## config.mk

```make
export PLATFORM = sky130hd
export DESIGN_NAME = gray_lut_sequencer
export DESIGN_NICKNAME = d
export VERILOG_FILES = /design/src/rtl/gray_lut_sequencer.sv
export SDC_FILE = /design/constraint.sdc
export NUM_CORES = 2
export LEC_CHECK = 0
export CAP_MARGIN = 30
export CORE_MARGIN = 5
export CORE_UTILIZATION = 35
export DETAILED_ROUTE_END_ITERATION = 8
export PLACE_DENSITY = 0.6
export SKIP_CTS_REPAIR_TIMING = 1
export SLEW_MARGIN = 5
export SYNTH_ARGS = -nofsm -noshare
export SYNTH_HDL_FRONTEND = slang
export SYNTH_SLANG_ARGS = --single-unit
```

## constraint.sdc

```tcl
create_clock -name clk_i -period 5 [get_ports clk_i]
set_input_delay 1.25 -clock clk_i [delete_from_list [all_inputs] [get_ports clk_i]]
set_output_delay 1.25 -clock clk_i [all_outputs]
set_load 0.02 [all_outputs]
```

## src/rtl/gray_lut_sequencer.sv

```systemverilog
// gray_lut_sequencer: owns a 256xOUT_W transform LUT, sequences its loading and streams gray pixels
// through a 2-stage pipeline. Build macro GRAY_LUT_CLAMP_EN saturates all results to SAT_MAX.
// state  | meaning
// BYPASS | out = gray*C_GAIN, no LUT loaded since reset
// RUN    | out = lut[gray]
// DRAIN  | input blocked until both pipeline stages are empty
// LOAD   | cfg words written to lut[0..255] in order
module gray_lut_sequencer #(
  parameter int C_GAIN = 2,
  parameter int OUT_W  = 16
`ifdef GRAY_LUT_CLAMP_EN
  , parameter logic [OUT_W-1:0] SAT_MAX = OUT_W'(4095)
`endif
) (
  input  logic             clk_i,
  input  logic             rst_i,
  input  logic             cfg_start_i,
  input  logic             cfg_wr_en_i,
  input  logic [OUT_W-1:0] cfg_wr_data_i,
  output logic             cfg_busy_o,
  output logic             cfg_done_o,
  output logic             lut_valid_o,
  input  logic             pix_in_valid_i,
  output logic             pix_in_ready_o,
  input  logic [7:0]       pix_in_gray_i,
  output logic             pix_out_valid_o,
  input  logic             pix_out_ready_i,
  output logic [OUT_W-1:0] pix_out_gray_o
);

  typedef enum logic [1:0] {
    ST_BYPASS = 2'd0,
    ST_RUN    = 2'd1,
    ST_DRAIN  = 2'd2,
    ST_LOAD   = 2'd3
  } state_t;

  state_t           state_q, state_d;
  logic [7:0]       addr_q, addr_d;
  logic             lut_valid_q, lut_valid_d;
  logic             done_q, done_d;
  logic             lut_mode_q, lut_mode_d;
  logic             s1_valid_q, s1_valid_d;
  logic [7:0]       s1_gray_q, s1_gray_d;
  logic             out_valid_q, out_valid_d;
  logic [OUT_W-1:0] out_gray_q, out_gray_d;
  logic             lut_we;
  logic             adv;
  logic             in_ready;
  logic [OUT_W-1:0] lut_q [256];
  logic [OUT_W-1:0] lut_rd;
  logic [OUT_W-1:0] lut_res;
  logic [OUT_W-1:0] byp_res;

  assign lut_rd = lut_q[s1_gray_q];

`ifdef GRAY_LUT_CLAMP_EN
  logic [OUT_W+1:0] byp_wide;
  assign byp_wide = (OUT_W+2)'(s1_gray_q) * (OUT_W+2)'(C_GAIN);
  assign byp_res  = (byp_wide > (OUT_W+2)'(SAT_MAX)) ? SAT_MAX : byp_wide[OUT_W-1:0];
  assign lut_res  = (lut_rd > SAT_MAX) ? SAT_MAX : lut_rd;
`else
  assign byp_res  = OUT_W'(s1_gray_q) * OUT_W'(C_GAIN);
  assign lut_res  = lut_rd;
`endif

  always_comb begin
    state_d     = state_q;
    addr_d      = addr_q;
    lut_valid_d = lut_valid_q;
    lut_mode_d  = lut_mode_q;
    done_d      = 1'b0;
    lut_we      = 1'b0;
    case (state_q)
      ST_BYPASS, ST_RUN: begin
        if (cfg_start_i) begin
          state_d     = ST_DRAIN;
          lut_valid_d = 1'b0;
        end
      end
      ST_DRAIN: begin
        if (!s1_valid_q && !out_valid_q) begin
          state_d = ST_LOAD;
          addr_d  = 8'd0;
        end
      end
      ST_LOAD: begin
        if (cfg_start_i) begin
          addr_d = 8'd0;
        end else if (cfg_wr_en_i) begin
          lut_we = 1'b1;
          addr_d = addr_q + 8'd1;
          if (addr_q == 8'd255) begin
            state_d     = ST_RUN;
            done_d      = 1'b1;
            lut_valid_d = 1'b1;
            lut_mode_d  = 1'b1;
          end
        end
      end
      default: state_d = ST_BYPASS;
    endcase
  end

  // Mode comes from lut_mode_q so pixels still draining after a RUN exit use the old table.
  always_comb begin
    adv         = !out_valid_q || pix_out_ready_i;
    in_ready    = adv && ((state_q == ST_BYPASS) || (state_q == ST_RUN));
    s1_valid_d  = s1_valid_q;
    s1_gray_d   = s1_gray_q;
    out_valid_d = out_valid_q;
    out_gray_d  = out_gray_q;
    if (adv) begin
      s1_valid_d  = pix_in_valid_i && in_ready;
      if (pix_in_valid_i && in_ready) begin
        s1_gray_d = pix_in_gray_i;
      end
      out_valid_d = s1_valid_q;
      if (s1_valid_q) begin
        out_gray_d = lut_mode_q ? lut_res : byp_res;
      end
    end
  end

  always_ff @(posedge clk_i or posedge rst_i) begin
    if (rst_i) begin
      state_q     <= ST_BYPASS;
      addr_q      <= 8'd0;
      lut_valid_q <= 1'b0;
      done_q      <= 1'b0;
      lut_mode_q  <= 1'b0;
      s1_valid_q  <= 1'b0;
      s1_gray_q   <= 8'd0;
      out_valid_q <= 1'b0;
      out_gray_q  <= '0;
    end else begin
      state_q     <= state_d;
      addr_q      <= addr_d;
      lut_valid_q <= lut_valid_d;
      done_q      <= done_d;
      lut_mode_q  <= lut_mode_d;
      s1_valid_q  <= s1_valid_d;
      s1_gray_q   <= s1_gray_d;
      out_valid_q <= out_valid_d;
      out_gray_q  <= out_gray_d;
    end
  end

  // LUT storage is intentionally not reset.
  always_ff @(posedge clk_i) begin
    if (lut_we) begin
      lut_q[addr_q] <= cfg_wr_data_i;
    end
  end

  assign cfg_busy_o      = (state_q == ST_DRAIN) || (state_q == ST_LOAD);
  assign cfg_done_o      = done_q;
  assign lut_valid_o     = lut_valid_q;
  assign pix_in_ready_o  = in_ready;
  assign pix_out_valid_o = out_valid_q;
  assign pix_out_gray_o  = out_gray_q;

endmodule

```

==> out/results.txt <==
RSZ-0062 raised after global routing: no
Max Clk Rate: 219 MHz
First-pass GRT wire length: 680,000 um
Final hold violations: 0
Cell Area, Synth: 0.161 mm^2
Die W: 688 um
Final nets: 8,123
Crit path kind: reg -> reg
Slew margin rel.: 0.0901
Fin crit period: 4.57 ns
Nature of the critical path endpoint: register
Post-Synthesis Mean Instance Area: 21.7 um^2
Ys Warns: 0
Mux cell area share after synthesis: 0.159
CP Data Required Time: 5.86 ns
Die area: 0.473 mm^2
Initial Utilization: 0.350
Lkg Pwr: 58.6 nW
Clk_lat worst skew: 0.99 ns
Clock skew: 0.0734 ns
Vias in the first global route: 81,900
CP Launch Type: register
PD cells: 421 mW/mm^2
Placement Rows: 249
Syn-to-layout area delta: 15.6%
Place WS: 0.421 ns
Largest net degree at the start of global routing: 129
Port Buf Inserts: 50
Synth Area in Compound Gates: 0.0272
Std-Cell Core Area: 0.459 mm^2
Pins over their slew limit: 0
Global-route usage over all layers: 0.204
Mapped Cells: 7,395
FF+latch count, synth: 4,135
Avg WL per Cell: 33.8 um
Synth cell types: 85
Via count: 83,500
Vias per Instance: 5.72
Grt total ovfl: 0
Largest family of logic cells by synthesized area: multiplexers
Top FF cell, synth: edfxtp_1
Initial antenna violation count: 35
Status: finished, final reports clean
H-tree depth: 5
Global placement routability congestion: 0.944
Final setup fails: 0
Final cycle utilization of the critical path: 0.914
Synth Area in Simple Gates: 0.0227
Clock tree buffer depth: 4
Asr flop ratio synth: 0.00943
Maximum fanout along the worst path: 36
Io pins: 51
Routed wire length: 494,000 um
Layout cell share with drive strength beyond 1: 0.287
Sequential area share after synthesis: 0.771
Die height: 688 um
Cells along the critical path: buf_4 -> buf_4 -> mux4_2 -> mux2i_1 -> o22ai_1 -> a311oi_1 -> a31oi_1 -> nand4_1 -> o22ai_1
Post-Synth XOR/XNOR Area: 0.000163
DP Wirelength: 315,000 um
Placed insts: 13,800
Crit path largest cell delay: 0.86 ns
Drt initial violations: 12,600
Hold slack: 0.577 ns
Total Power: 78.2 mW
Worst Path Arrival: 5.43 ns
Adder-Cell Fraction of Synth Area: 0.000311
Worst min-delay path class: reg -> reg
TritonCTS clock tree: done
Post-Syn Nets: 7,429
Non-filler cells, final: 14,600
Number of max-cap violations: 0
DRC: 0
Final setup margin: 0.430 ns
Max IR drop VDD: 0.000304 V
TritonCTS Buffers: 414
TNS Setup: 0 ns
Worst-path clk slew: 0.07 ns
CP max stage cell: dfrtp_4
Routed Antenna Nets: 0
CTS Root Cell: clkbuf_16
First-pass DRT Iterations: 9
CTS Sinks: 4,135
Post-synth EDFFs: 4,096
Least-Margin Pin Slew: 1.36 ns
==> power by group <==
part / switching (mW) / internal (mW) / leakage [nW]
clock network: 13.1 / 17.5 / 6.48
registers: 0.253 / 38.1 / 37.3
logic: 5.96 / 3.22 / 14.8
total: 19.3 / 58.9 / 58.6
==> cell type report <==
class / instances / area (um^2)
Clock inverter: 238 / 2220
Sequential cell: 4135 / 124000
Antenna cell: 22 / 55.1
Clock buffer: 515 / 11000
Tap cell: 6149 / 7690
Timing Repair Buffer: 712 / 6550
Inverter: 13 / 68.8
Multi-Input combinational cell: 2813 / 34200
Fill cell: 39900 / 273000
==> critical path: cells and delay by family (launching register included) <==
kind	cells	cell delay, ns
AOI/OAI and AO/OA	4	1.42
buffers and inverters	2	1.01
DFF	1	0.86
muxes	2	0.91
and+or+nand+nor	1	0.15
==> final timing paths <==
| kind | startpoint | to | slack (ns) | cells past startpoint |
|---|---|---|---|---|
| worst max-delay path | s1_gray_q[1] | pix_out_gray_o[1] | 0.43 | 9 |
| worst min-delay path | state_q[0] | state_q[0] | 0.58 | 2 |
| worst max register to register | s1_gray_q[1] | pix_out_gray_o[1] | 0.43 | 9 |
| worst min register to register | state_q[0] | state_q[0] | 0.58 | 2 |
| max in group asynchronous | rst_i | s1_gray_q[2] | 3.63 | 3 |
| min in group asynchronous | rst_i | s1_gray_q[7] | 0.77 | 3 |
==> metrics by stage <==
stage	util	area, um^2
after CTS	0.405	186000
after global placement	0.376	172000
after detailed placement	0.376	173000
after floorplan	-	161000
after global routing	0.405	186000
final	0.405	186000
==> cells in the mapped netlist, drive strengths merged (8+ instances only) <==
library cell  number  share of area
nor2b             25        0.00097
nor4              10        0.00039
dfrtp             39         0.0061
and3              24        0.00093
o221ai            87         0.0047
a32oi              8        0.00044
nor2             319         0.0074
nand2b            17        0.00066
o2111ai           10        0.00054
a211oi            17        0.00079
a22oi             47         0.0022
a221o             15        0.00093
nor3              50         0.0016
a31oi             26         0.0010
inv               10        0.00023
mux2              20         0.0014
clkbuf           127         0.0034
nand2            232         0.0054
a311oi             9        0.00049
and2              18        0.00070
o211ai             8        0.00037
o21ai             78         0.0024
o311ai             8        0.00044
buf              304          0.016
o22ai             83         0.0032
mux2i            411          0.026
a21oi            117         0.0036
edfxtp          4096           0.76
mux4             932           0.13
nand4             19        0.00074
a2111oi           18         0.0011
nand3             81         0.0025
a221oi            35         0.0020
==> routing by layer <==
layer	wire length [um]	up-vias	GRT usage
met5	363	-	0.00283
li1	-	32700	-
met3	61900	970	0.0613
met2	221000	5407	0.306
met1	189000	44500	0.281
met4	22100	14	0.0763
==> sequential cells by signal, summed over array words and instances, names as in the netlist <==
signal and cells:
s1_valid_q 1, lut_q 4096, pix_out_gray_o 16, cfg_done_o 1, lut_mode_q 1, s1_gray_q 8
state_q 2, addr_q 8, lut_valid_o 1, pix_out_valid_o 1
==> cell families after synthesis <==
| family | after synthesis |
|---|---|
| XOR/XNOR | 3 |
| buffers and inverters | 447 |
| flip-flops | 4135 |
| AND/OR/NAND/NOR | 824 |
| AO/OA/AOI/OAI | 619 |
| multiplexers | 1363 |
| adder cells (fa/ha/maj) | 4 |
==> placed cells by master, fill, tap and decap left out, drive strengths merged, types with 9 or more instances in the layout <==
cell type | synthesis | routed
edfxtp | 4096 | 4096
mux4 | 932 | 932
buf | 304 | 663
clkbuf | 127 | 530
mux2i | 411 | 411
nor2 | 319 | 319
nand2 | 232 | 232
clkinv | 3 | 171
a21oi | 117 | 117
o221ai | 87 | 87
o22ai | 83 | 83
nand3 | 81 | 81
o21ai | 78 | 78
nor3 | 50 | 50
a22oi | 47 | 47
dfrtp | 39 | 39
bufinv | 0 | 37
a221oi | 35 | 35
clkdlybuf4s50 | 0 | 34
inv | 10 | 28
a31oi | 26 | 26
nor2b | 25 | 25
and3 | 24 | 24
diode | 0 | 22
mux2 | 20 | 20
nand4 | 19 | 19
and2 | 18 | 18
a2111oi | 18 | 18
a211oi | 17 | 17
nand2b | 17 | 17
a221o | 15 | 15
clkinvlp | 0 | 15
o2111ai | 10 | 10
nor4 | 10 | 10
a311oi | 9 | 9
Power figures use the tool's default switching activity.
